## src/rtl/pwm_capture.sv

```systemverilog
// PWM receiver: measures period and high time of each complete input cycle,
// classifies the duty quartile, and flags an input that stops toggling.
module pwm_capture #(
   parameter int CNT_W   = 24,
   parameter int TIMEOUT = 12_500_000
) (
   input  logic             ext_clk_25m,
   input  logic             ext_rst,
   input  logic             i_pwm,
   output logic [CNT_W-1:0] o_period,
   output logic [CNT_W-1:0] o_high,
   output logic [1:0]       o_mode,
   output logic             o_valid,
   output logic             o_timeout,
   output logic             o_level
);

   typedef enum logic [1:0] {
      IDLE = 2'd0,
      HIGH = 2'd1,
      LOW  = 2'd2
   } state_t;

   localparam logic [CNT_W-1:0] TO_VAL  = CNT_W'(TIMEOUT);
   localparam logic [CNT_W-1:0] CNT_MAX = '1;
   localparam logic [CNT_W-1:0] CNT_ONE = CNT_W'(1);

   state_t           state_q, state_d;
   logic             s0_q, s1_q, prev_q;
   logic [CNT_W-1:0] cnt_q, cnt_d;
   logic [CNT_W-1:0] hi_lat_q, hi_lat_d;
   logic [CNT_W-1:0] period_q, period_d;
   logic [CNT_W-1:0] high_q, high_d;
   logic [1:0]       mode_q, mode_d;
   logic             valid_q, valid_d;
   logic             timeout_q, timeout_d;
   logic             level_q, level_d;

   logic             rise, fall, timed_out;
   logic [CNT_W-1:0] cnt_inc;
   logic [CNT_W+1:0] h4, p1, p2, p3;
   logic [1:0]       mode_dec;

   always_comb begin
      rise      = s1_q & ~prev_q;
      fall      = ~s1_q & prev_q;
      // saturating so a late edge at the timeout limit cannot wrap the count
      cnt_inc   = (cnt_q == CNT_MAX) ? cnt_q : cnt_q + CNT_ONE;
      timed_out = (cnt_q >= TO_VAL);

      h4 = {hi_lat_q, 2'b00};
      p1 = {2'b00, cnt_q};
      p2 = {1'b0, cnt_q, 1'b0};
      p3 = p1 + p2;
      if (h4 < p1)      mode_dec = 2'b00;
      else if (h4 < p2) mode_dec = 2'b01;
      else if (h4 < p3) mode_dec = 2'b10;
      else              mode_dec = 2'b11;
   end

   always_comb begin
      state_d   = state_q;
      cnt_d     = cnt_q;
      hi_lat_d  = hi_lat_q;
      period_d  = period_q;
      high_d    = high_q;
      mode_d    = mode_q;
      valid_d   = 1'b0;
      timeout_d = timeout_q;
      level_d   = level_q;

      unique case (state_q)
         IDLE: begin
            cnt_d = '0;
            if (rise) begin
               state_d = HIGH;
               cnt_d   = CNT_ONE;
            end
         end
         HIGH: begin
            cnt_d = cnt_inc;
            if (fall) begin
               hi_lat_d = cnt_q;
               state_d  = LOW;
            end else if (timed_out) begin
               state_d   = IDLE;
               cnt_d     = '0;
               timeout_d = 1'b1;
               level_d   = s1_q;
            end
         end
         LOW: begin
            cnt_d = cnt_inc;
            if (rise) begin
               period_d  = cnt_q;
               high_d    = hi_lat_q;
               mode_d    = mode_dec;
               valid_d   = 1'b1;
               timeout_d = 1'b0;
               cnt_d     = CNT_ONE;
               state_d   = HIGH;
            end else if (timed_out) begin
               state_d   = IDLE;
               cnt_d     = '0;
               timeout_d = 1'b1;
               level_d   = s1_q;
            end
         end
         default: begin
            state_d = IDLE;
            cnt_d   = '0;
         end
      endcase
   end

   always_ff @(posedge ext_clk_25m) begin
      if (ext_rst) begin
         state_q   <= IDLE;
         s0_q      <= 1'b0;
         s1_q      <= 1'b0;
         prev_q    <= 1'b0;
         cnt_q     <= '0;
         hi_lat_q  <= '0;
         period_q  <= '0;
         high_q    <= '0;
         mode_q    <= 2'b00;
         valid_q   <= 1'b0;
         timeout_q <= 1'b0;
         level_q   <= 1'b0;
      end else begin
         state_q   <= state_d;
         s0_q      <= i_pwm;
         s1_q      <= s0_q;
         prev_q    <= s1_q;
         cnt_q     <= cnt_d;
         hi_lat_q  <= hi_lat_d;
         period_q  <= period_d;
         high_q    <= high_d;
         mode_q    <= mode_d;
         valid_q   <= valid_d;
         timeout_q <= timeout_d;
         level_q   <= level_d;
      end
   end

   assign o_period  = period_q;
   assign o_high    = high_q;
   assign o_mode    = mode_q;
   assign o_valid   = valid_q;
   assign o_timeout = timeout_q;
   assign o_level   = level_q;

endmodule

```

## config.mk

```make
export PLATFORM = sky130hd
export DESIGN_NAME = pwm_capture
export DESIGN_NICKNAME = d
export VERILOG_FILES = /design/src/rtl/pwm_capture.sv
export SDC_FILE = /design/constraint.sdc
export NUM_CORES = 1
export LEC_CHECK = 0
export CAP_MARGIN = 15
export CORE_ASPECT_RATIO = 0.9
export CORE_MARGIN = 2
export CORE_UTILIZATION = 58
export DETAILED_ROUTE_END_ITERATION = 16
export GPL_TIMING_DRIVEN = 0
export PLACE_DENSITY_LB_ADDON = 0.1
export SLEW_MARGIN = 20
export SYNTH_ARGS = -nofsm -noshare
export SYNTH_HDL_FRONTEND = slang
export SYNTH_SLANG_ARGS = --single-unit
```

## constraint.sdc

```tcl
create_clock -name ext_clk_25m -period 4.5 [get_ports ext_clk_25m]
set_clock_uncertainty 0.05 [all_clocks]
set_input_delay 0.45 -clock ext_clk_25m [delete_from_list [all_inputs] [get_ports ext_clk_25m]]
set_output_delay 0.45 -clock ext_clk_25m [all_outputs]
set_load 0.01 [all_outputs]
```

Word level (Yosys, flattened, before mapping)
Index checks and enable logic that the tools add are counted.
{ "totals": {"register_bits": 106, "in_bits": 3, "out_inout_bits": 53, "elab_cells": 59} }
{ "classes": {"n_addsub": 2, "magnitude_cmp": 4, "eq_ne": 6, "muxes": 23, "n_bitwise": 5, "reduce_logical": 7} }
{ "op_table": {"columns": ["cell", "n"], "rows": [
  ["two-way mux 24 bit", 4],
  ["one-hot mux 24 bit (3 select lines)", 1],
  ["adder 24 x 25 -> 26 bit", 1],
  ["less-than comparator 26 x 24 -> 1 bit", 1],
  ["less-than comparator 26 x 25 -> 1 bit", 1],
  ["less-than comparator 26 bit", 1],
  ["adder 24 x 1 -> 24 bit (second input constant)", 1],
  ["equality test 24 bit (second input constant)", 1],
  ["greater-or-equal comparator 24 bit (second input constant)", 1],
  ["two-way mux 2 bit", 6],
  ["two-way mux 1 bit", 9],
  ["!= test 2 bit (second input constant)", 3],
  ["one-hot mux 2 bit (3 select lines)", 1],
  ["AND reduction 2 bit", 3],
  ["one-hot mux 1 bit (2 select lines)", 2],
  ["NOT 1 bit", 3],
  ["AND reduction 3 bit", 1],
  ["AND 1 bit", 2],
  ["equality test 2 x 1 -> 1 bit (second input constant)", 1],
  ["equality test 2 bit (second input constant)", 1],
  ["zero test 2 bit", 1],
  ["nonzero test 2 bit", 1],
  ["OR reduction 2 bit", 1]
]} }

Logic depth before layout (Yosys ltp)
Gate-level depths: netlist (run 1).
{ "logic_depth": {"depth_word": 5, "ltp_mapped": 17, "ltp_nobuf": 17} }

Least setup slack after synthesis (run 1)
Ideal clock, no wire load.
{ "synth_path": {"kind": "register to register", "startpoint": "reg cnt_q[0]", "endpoint": "reg mode_q[0] (netlist: o_mode[0])", "setup_ps": 130, "arrival_time_ps": 3195, "required_time_ps": 4320, "slack_ps": 1125, "path_stages_with_launch": 18, "n_path_buf": 0, "synth_period_minus_slack_ps": 3375, "path_cell_list": "dfxtp_1 > ha_1 > inv_1 > fa_1 > nand2b_1 > a211oi_1 > o21ai_1 > o21ai_2 > a21oi_1 > o21ai_1 > xor2_1 > ha_1 > a21o_1 > a21o_1 > a21oi_1 > o311ai_0 > nor2_1 > a31oi_1"} }
{ "synth_via": {"elab_chain_cells": 5, "word_cells_on_any_way": 7, "cone_classes": "add/sub (1); order compare (3); mux (3)"} }
{ "synth_rtl": {"columns": ["item", "line", "source"], "rows": [
  ["start, declared", "30", "logic [CNT_W-1:0] cnt_q, cnt_d;"],
  ["start signal, assigned", "135", "cnt_q <= cnt_d;"],
  ["adder 24 x 25 -> 26 bit", "54", "p3 = p1 + p2;"],
  ["less-than comparator 26 bit", "57", "else if (h4 < p3) mode_dec = 2'b10;"],
  ["two-way mux 1 bit", "57", null],
  ["two-way mux 2 bit", "56", "else if (h4 < p2) mode_dec = 2'b01;"],
  ["two-way mux 2 bit (*)", "55", "if (h4 < p1) mode_dec = 2'b00;"],
  ["end signal, assigned", "139", "mode_q <= mode_d;"],
  ["end, declared", "34", "logic [1:0] mode_q, mode_d;"]
]} }
Mark *: on every way between the ends. The rest lies on a longest branch, timed or not.
A chain may end at the register's enable or synchronous reset.

Worst setup path after layout (run 1)
Same ends and word-level chain as after synthesis.

==> flow_metrics.tcl, run 1 <==
set metrics [dict create \
    dp_hpwl_um 14900 \
    maxCapViolCount 0 \
    crit_fanout 6 \
    grt_pass1_vias 5912 \
    async_flop_share 0 \
    hold_viol_final 0 \
    overflow 0 \
    seqPwrFrac 0.535 \
    place.gp.congestion 0.927 \
    cts-root-buf "clkbuf_16" \
    cts_tree "built" \
    synth.largest_area_cell "dfxtp_1" \
    antenna_found_initial 0 \
    yosysUniqueCellTypes 60 \
    holdPathStages 2 \
    critPathArrivalTime_ns 4.40 \
    yosysWarnings 0 \
    fp.dieW_um 118 \
    drv_slew 0 \
    worst_setup_path_start_kind "register" \
    max_freq_mhz 237 \
    wl_um 18800 \
    wl_per_cell_um 17.6 \
    numCtsBuffers 9 \
    outcome "complete, no violations" \
    p_sw_mw 0.407 \
    port_buffers 55 \
    ys_seq_area_frac 0.313 \
    setup_violations 0 \
    final_core_util 0.684 \
    fin_crit_sh 0.940 \
    power_density_mw_per_mm2 225 \
    final_common_cell "nand2_1" \
    antenna_cells 0 \
    crit_type "register to register" \
    swShare 0.231 \
    drt_iter0_drc 555 \
    grt_pass1_wl_um 30200 \
    core_area_mm2 0.0114 \
    p_clk_frac 0.437 \
    ir_worst_vdd_v 0.000190 \
    tns_ns 0 \
    start_util 0.594 \
    most-common-layout-cells "nand2_1, a21oi_1, dfxtp_1" \
    drc_errors 0 \
    h-tree-depth 3 \
    grt_usage 0.304 \
    reg2regPathDepth 17 \
    combinationalPowerShare 0.027 \
    clk_pin_slew_ns 0.07 \
    slew_headroom 0.438 \
    synth_area_mm2 0.00679 \
    synthCells 842 \
    die_h_um 107 \
    required_ns 4.67 \
    final_cell_count_no_fill 1069 \
    areaGrowthSynthToFinish_pct 15.2 \
    ys_top_cells_by_area "dfxtp_1, ha_1, nand2_1" \
    io_pins 56 \
    cts_buffer_depth 2 \
    intPower_mw 1.36 \
    synth_edf_count 0 \
    layout_setup_ws_ns 0.272 \
    synth_top_area_share 0.313 \
    nets 1014 \
    worst_slew_pin_slew_ns 0.841 \
    p_total_mw 1.76 \
    hold_class "register to register" \
    power_leakage_nw 3.08 \
    cp-end-kind "register" \
    dr.pass1.iters 6 \
    syn_area_per_cell_um2 8.06 \
    clk_latency_ns 0.36 \
    fp-row-count 37 \
    layout-drive-gt1-share 0.0427 \
    dieArea_mm2 0.0126 \
    ys.flop_type "dfxtp_1" \
    antenna_left 0 \
    vias 6395 \
    grt_max_degree 19 \
    fin_crit_ns 4.23 \
    place_inst 1053 \
    rsz0062_at_grt "no" \
    clkSinkCount 106 \
    via_per_inst 5.98 \
    dp_slack_ns 0.336 \
    synth.net_count 948 \
    ys_ff_latch 106 \
]
-- synthesized netlist by cell type (3+ instances only) --
library cell	count
nor3b_1	3
and4_1	5
a211oi_1	4
a2111oi_0	4
nand4_1	14
buf_2	3
inv_1	29
and2_1	4
xor2_1	10
nand2_1	173
nor3_1	11
a21oi_1	120
nand2b_1	11
nor2_1	48
xnor2_1	32
or2_2	4
nand3_1	12
ha_1	102
a31oi_1	5
o21ai_1	5
clkbuf_1	27
nor2b_1	15
o21a_1	3
o21bai_1	3
a21o_1	29
o21ai_0	13
o31ai_1	3
dfxtp_1	106
-- timing repair --
item / in CTS / in global routing
hold buffers: 0 / 0
resized for setup: 0 / 1
setup buffers: 0 / 0
setup endpoints to repair: 0 / 1
-- sequential cells by signal, summed over array words and instances, names as in the netlist --
name and cells:
cnt_q 24, hi_lat_q 24, o_high 24, o_period 24, o_mode 2, state_q 2, o_level 1, o_timeout 1
o_valid 1, prev_q 1, s0_q 1, s1_q 1
-- cell families after synthesis --
kind of cell,after synthesis,share of synthesized area
fa+ha+maj,103,0.191
flops,106,0.313
buf+inv,60,0.0348
compound gates,215,0.193
simple gates,316,0.215
xor+xnor,42,0.0542
-- per-stage QoR --
step,area (µm²),hold slack [ns]
3_3_place_gp,7530,0.381
5_1_grt,7820,0.415
6_report,7820,0.405
3_5_place_dp,7530,0.397
4_1_cts,7820,0.407
2_1_floorplan,6790,0.364
-- per-layer routing --
layer | global-route usage | routed length [µm] | share of wire
met1 | 0.426 | 8690 | 0.46
met2 | 0.484 | 8340 | 0.44
met3 | 0.0537 | 1460 | 0.077
met4 | 0.0861 | 349 | 0.019
met5 | 0 | 0 | 0
-- path summary, 6_finish.rpt --
check	slack, ns	from	to
max	0.27	cnt_q[0]	o_mode[0]
min	0.41	o_period[22]	o_period[22]
max reg2reg	0.27	cnt_q[0]	o_mode[0]
min reg2reg	0.41	o_period[22]	o_period[22]
-- worst max-delay path: stages (launching register included) --
cell and delay [ns]:
dfxtp_1 0.51, ha_2 0.33, inv_1 0.07, fa_1 0.40, nand2b_1 0.18, a211oi_1 0.29
o21ai_1 0.20, o21ai_2 0.30, a21oi_1 0.15, o21ai_1 0.24, xor2_1 0.24, ha_1 0.29
a21o_1 0.16, a21o_1 0.17, a21oi_1 0.13, o311ai_0 0.11, nor2_1 0.16, a31oi_1 0.11
-- area by class of cell --
| cell class | instances | area (µm²) |
|---|---|---|
| Buffer | 31 | 128 |
| Clock buffer | 11 | 243 |
| Clock inverter | 5 | 42.5 |
| Fill cell | 1007 | 3610 |
| Inverter | 29 | 109 |
| Multi-Input combinational cell | 676 | 4430 |
| Sequential cell | 106 | 2120 |
| Tap cell | 156 | 195 |
| Timing Repair Buffer | 55 | 551 |
-- power groups by stage --
stage | Combinational (mW) | Sequential, mW | Clock [mW]
after floorplan | 0.0325 | 0.964 | 0
after global placement | 0.0468 | 0.966 | 0
after detailed placement | 0.0471 | 0.966 | 0
after CTS | 0.0475 | 0.944 | 0.780
after global routing | 0.0529 | 0.944 | 0.814
final | 0.0482 | 0.944 | 0.771
No activity file was read; power rests on OpenSTA's default activity.
==> run 2, diff against run 1 <==
==> constraint.sdc (replaced) <==
create_clock -name ext_clk_25m -period 4.5 [get_ports ext_clk_25m]
set_clock_uncertainty 0.05 [all_clocks]
set_input_delay 0.675 -clock ext_clk_25m [delete_from_list [all_inputs] [get_ports ext_clk_25m]]
set_output_delay 0.675 -clock ext_clk_25m [all_outputs]
set_load 0.01 [all_outputs]
==> results of run 2 <==
Final layout, timing and power as in run 1 (identical DEF).
==> run 3, diff against run 2 <==
--- a/config.mk
+++ b/config.mk
@@ -6,9 +6,11 @@
 export NUM_CORES = 1
 export LEC_CHECK = 0
 export CAP_MARGIN = 15
+export CELL_PAD_IN_SITES_DETAIL_PLACEMENT = 0
+export CELL_PAD_IN_SITES_GLOBAL_PLACEMENT = 1
 export CORE_ASPECT_RATIO = 0.9
 export CORE_MARGIN = 2
-export CORE_UTILIZATION = 58
+export CORE_UTILIZATION = 44
 export DETAILED_ROUTE_END_ITERATION = 16
 export GPL_TIMING_DRIVEN = 0
 export PLACE_DENSITY_LB_ADDON = 0.1
==> run 3 against run 2 <==
Against the previous run: via count is 4.6% lower; die area is 31% higher; cell area is 0.96% higher.
==> flow_metrics.tcl, run 3 (synthesized netlist as in run 1, its figures left out) <==
set metrics [dict create \
    fin_crit_ns 4.26 \
    cts_resized 0 \
    hold_viol_final 0 \
    cts_tree "built" \
    fin_crit_sh 0.946 \
    drc_errors 0 \
    final_core_util 0.519 \
    clk_latency_ns 0.37 \
    dp_slack_ns 0.318 \
    worst_path_max_delay_cell "dfxtp_1" \
    cts_setup_buffers 0 \
    numCtsBuffers 9 \
    io_pins 56 \
    ir_worst_vdd_v 0.000182 \
    fp-row-count 43 \
    dr.pass1.iters 5 \
    wl_per_cell_um 17.2 \
    hold_buffers 0 \
    overflow 0 \
    critical_path.top_delay_family "compound AO/OA/AOI/OAI gates" \
    dp_hpwl_um 15300 \
    setup_violations 0 \
    ff_latch_area_mm2 0.00212 \
    layout_setup_ws_ns 0.244 \
    wl_um 19200 \
    h-tree-depth 3 \
    tns_ns 0 \
    required_ns 4.69 \
    grt_pass1_vias 5602 \
    outcome "complete, no violations" \
    hold_class "register to register" \
    layout-drive-gt1-share 0.0427 \
    fp.dieW_um 135 \
    grt_pass1_wl_um 30100 \
    clkSinkCount 106 \
    antenna_cells 0 \
    place.gp.congestion 0.887 \
    start_util 0.446 \
    power_density_mw_per_mm2 230 \
    cts_buffer_depth 2 \
    slew_headroom 0.371 \
    grt_max_degree 22 \
    crit_type "register to register" \
    nets 1014 \
    die_h_um 122 \
    cp-end-kind "register" \
    p_total_mw 1.82 \
    rsz0062_at_grt "no" \
    critPathArrivalTime_ns 4.44 \
    drv_slew 0 \
    multi_input_area_mm2 0.00443 \
    areaGrowthSynthToFinish_pct 16.3 \
    most-common-layout-cells "nand2_1, a21oi_1, dfxtp_1" \
    num-fill-cells 1474 \
    slowest_delay_ns 0.52 \
    antenna_left 0 \
    core_area_mm2 0.0152 \
    place_inst 1099 \
    crit_fanout 6 \
    port_buffers 55 \
    final_common_cell "nand2_1" \
    max_freq_mhz 235 \
    crit_chain "ha_1, inv_1, fa_1, nand2b_1, a211oi_1, o21ai_1, o21ai_2, a21oi_1, o21ai_1, xor2_1, ha_1, a21o_1, a21o_1, a21oi_1, o311ai_0, nor2_1, a31oi_1" \
    final_cell_count_no_fill 1115 \
    clk_pin_slew_ns 0.08 \
    grt_usage 0.238 \
    worst_slew_pin_slew_ns 0.941 \
    power_leakage_nw 3.09 \
    via_per_inst 5.47 \
    antenna_found_initial 0 \
    drt_iter0_drc 343 \
    crit_buf_inv 1 \
    cts-root-buf "clkbuf_16" \
    worst_setup_path_start_kind "register" \
    dieArea_mm2 0.0164 \
    maxCapViolCount 0 \
    vias 6098 \
]
[run 3: cell count changes in the layout (fill, tap and decap cells not counted), sizes merged]
| cell | change |
|---|---|
| clkbuf | -2 |
| inv | +1 |
| clkinvlp | +1 |
[run 3: final timing paths]
kind                               start  depth (start not counted)  slack [ns]        end
worst min-delay path                s0_q                          1        0.41       s1_q
worst max-delay path            cnt_q[0]                         17        0.24  o_mode[0]
worst min register to register      s0_q                          1        0.41       s1_q
worst max register to register  cnt_q[0]                         17        0.24  o_mode[0]
[run 3: final cells by class]
class | instances | area share
buffer | 31 | 0.0162
clock buffer | 9 | 0.0285
clock inverter | 7 | 0.0101
inverter | 29 | 0.0138
multi-input combinational | 676 | 0.561
sequential | 106 | 0.269
tap | 202 | 0.0320
timing repair buffer | 55 | 0.0697
[run 3: report_power, final]
group	internal (mW)	switching, mW
logic	0.0166	0.0322
clock network	0.398	0.425
registers	0.939	0.00439
[run 3: per-layer routing]
layer  vias to the layer above  global-route usage  share of wire
li1                       3078                   -              -
met1                      2861               0.356           0.52
met2                       142               0.351           0.42
met3                        17              0.0466          0.045
met4                         0              0.0566          0.014
met5                         -                   0              0
[run 3: stage by stage]
stage | instance area [µm²] | hold slack [ns]
3_3_place_gp | 7590 | 0.386
2_1_floorplan | 6790 | 0.364
5_1_grt | 7900 | 0.412
3_5_place_dp | 7590 | 0.386
6_report | 7900 | 0.406
4_1_cts | 7900 | 0.407
[run 3: worst reg2reg max path, cell delays in order, from the launching register on]
cell      delay, ns
dfxtp_1        0.52
ha_1           0.38
inv_1          0.09
fa_1           0.41
nand2b_1       0.19
a211oi_1       0.28
o21ai_1        0.19
o21ai_2        0.28
a21oi_1        0.13
o21ai_1        0.21
xor2_1         0.22
ha_1           0.27
a21o_1         0.16
a21o_1         0.17
a21oi_1        0.17
o311ai_0       0.12
nor2_1         0.19
a31oi_1        0.11
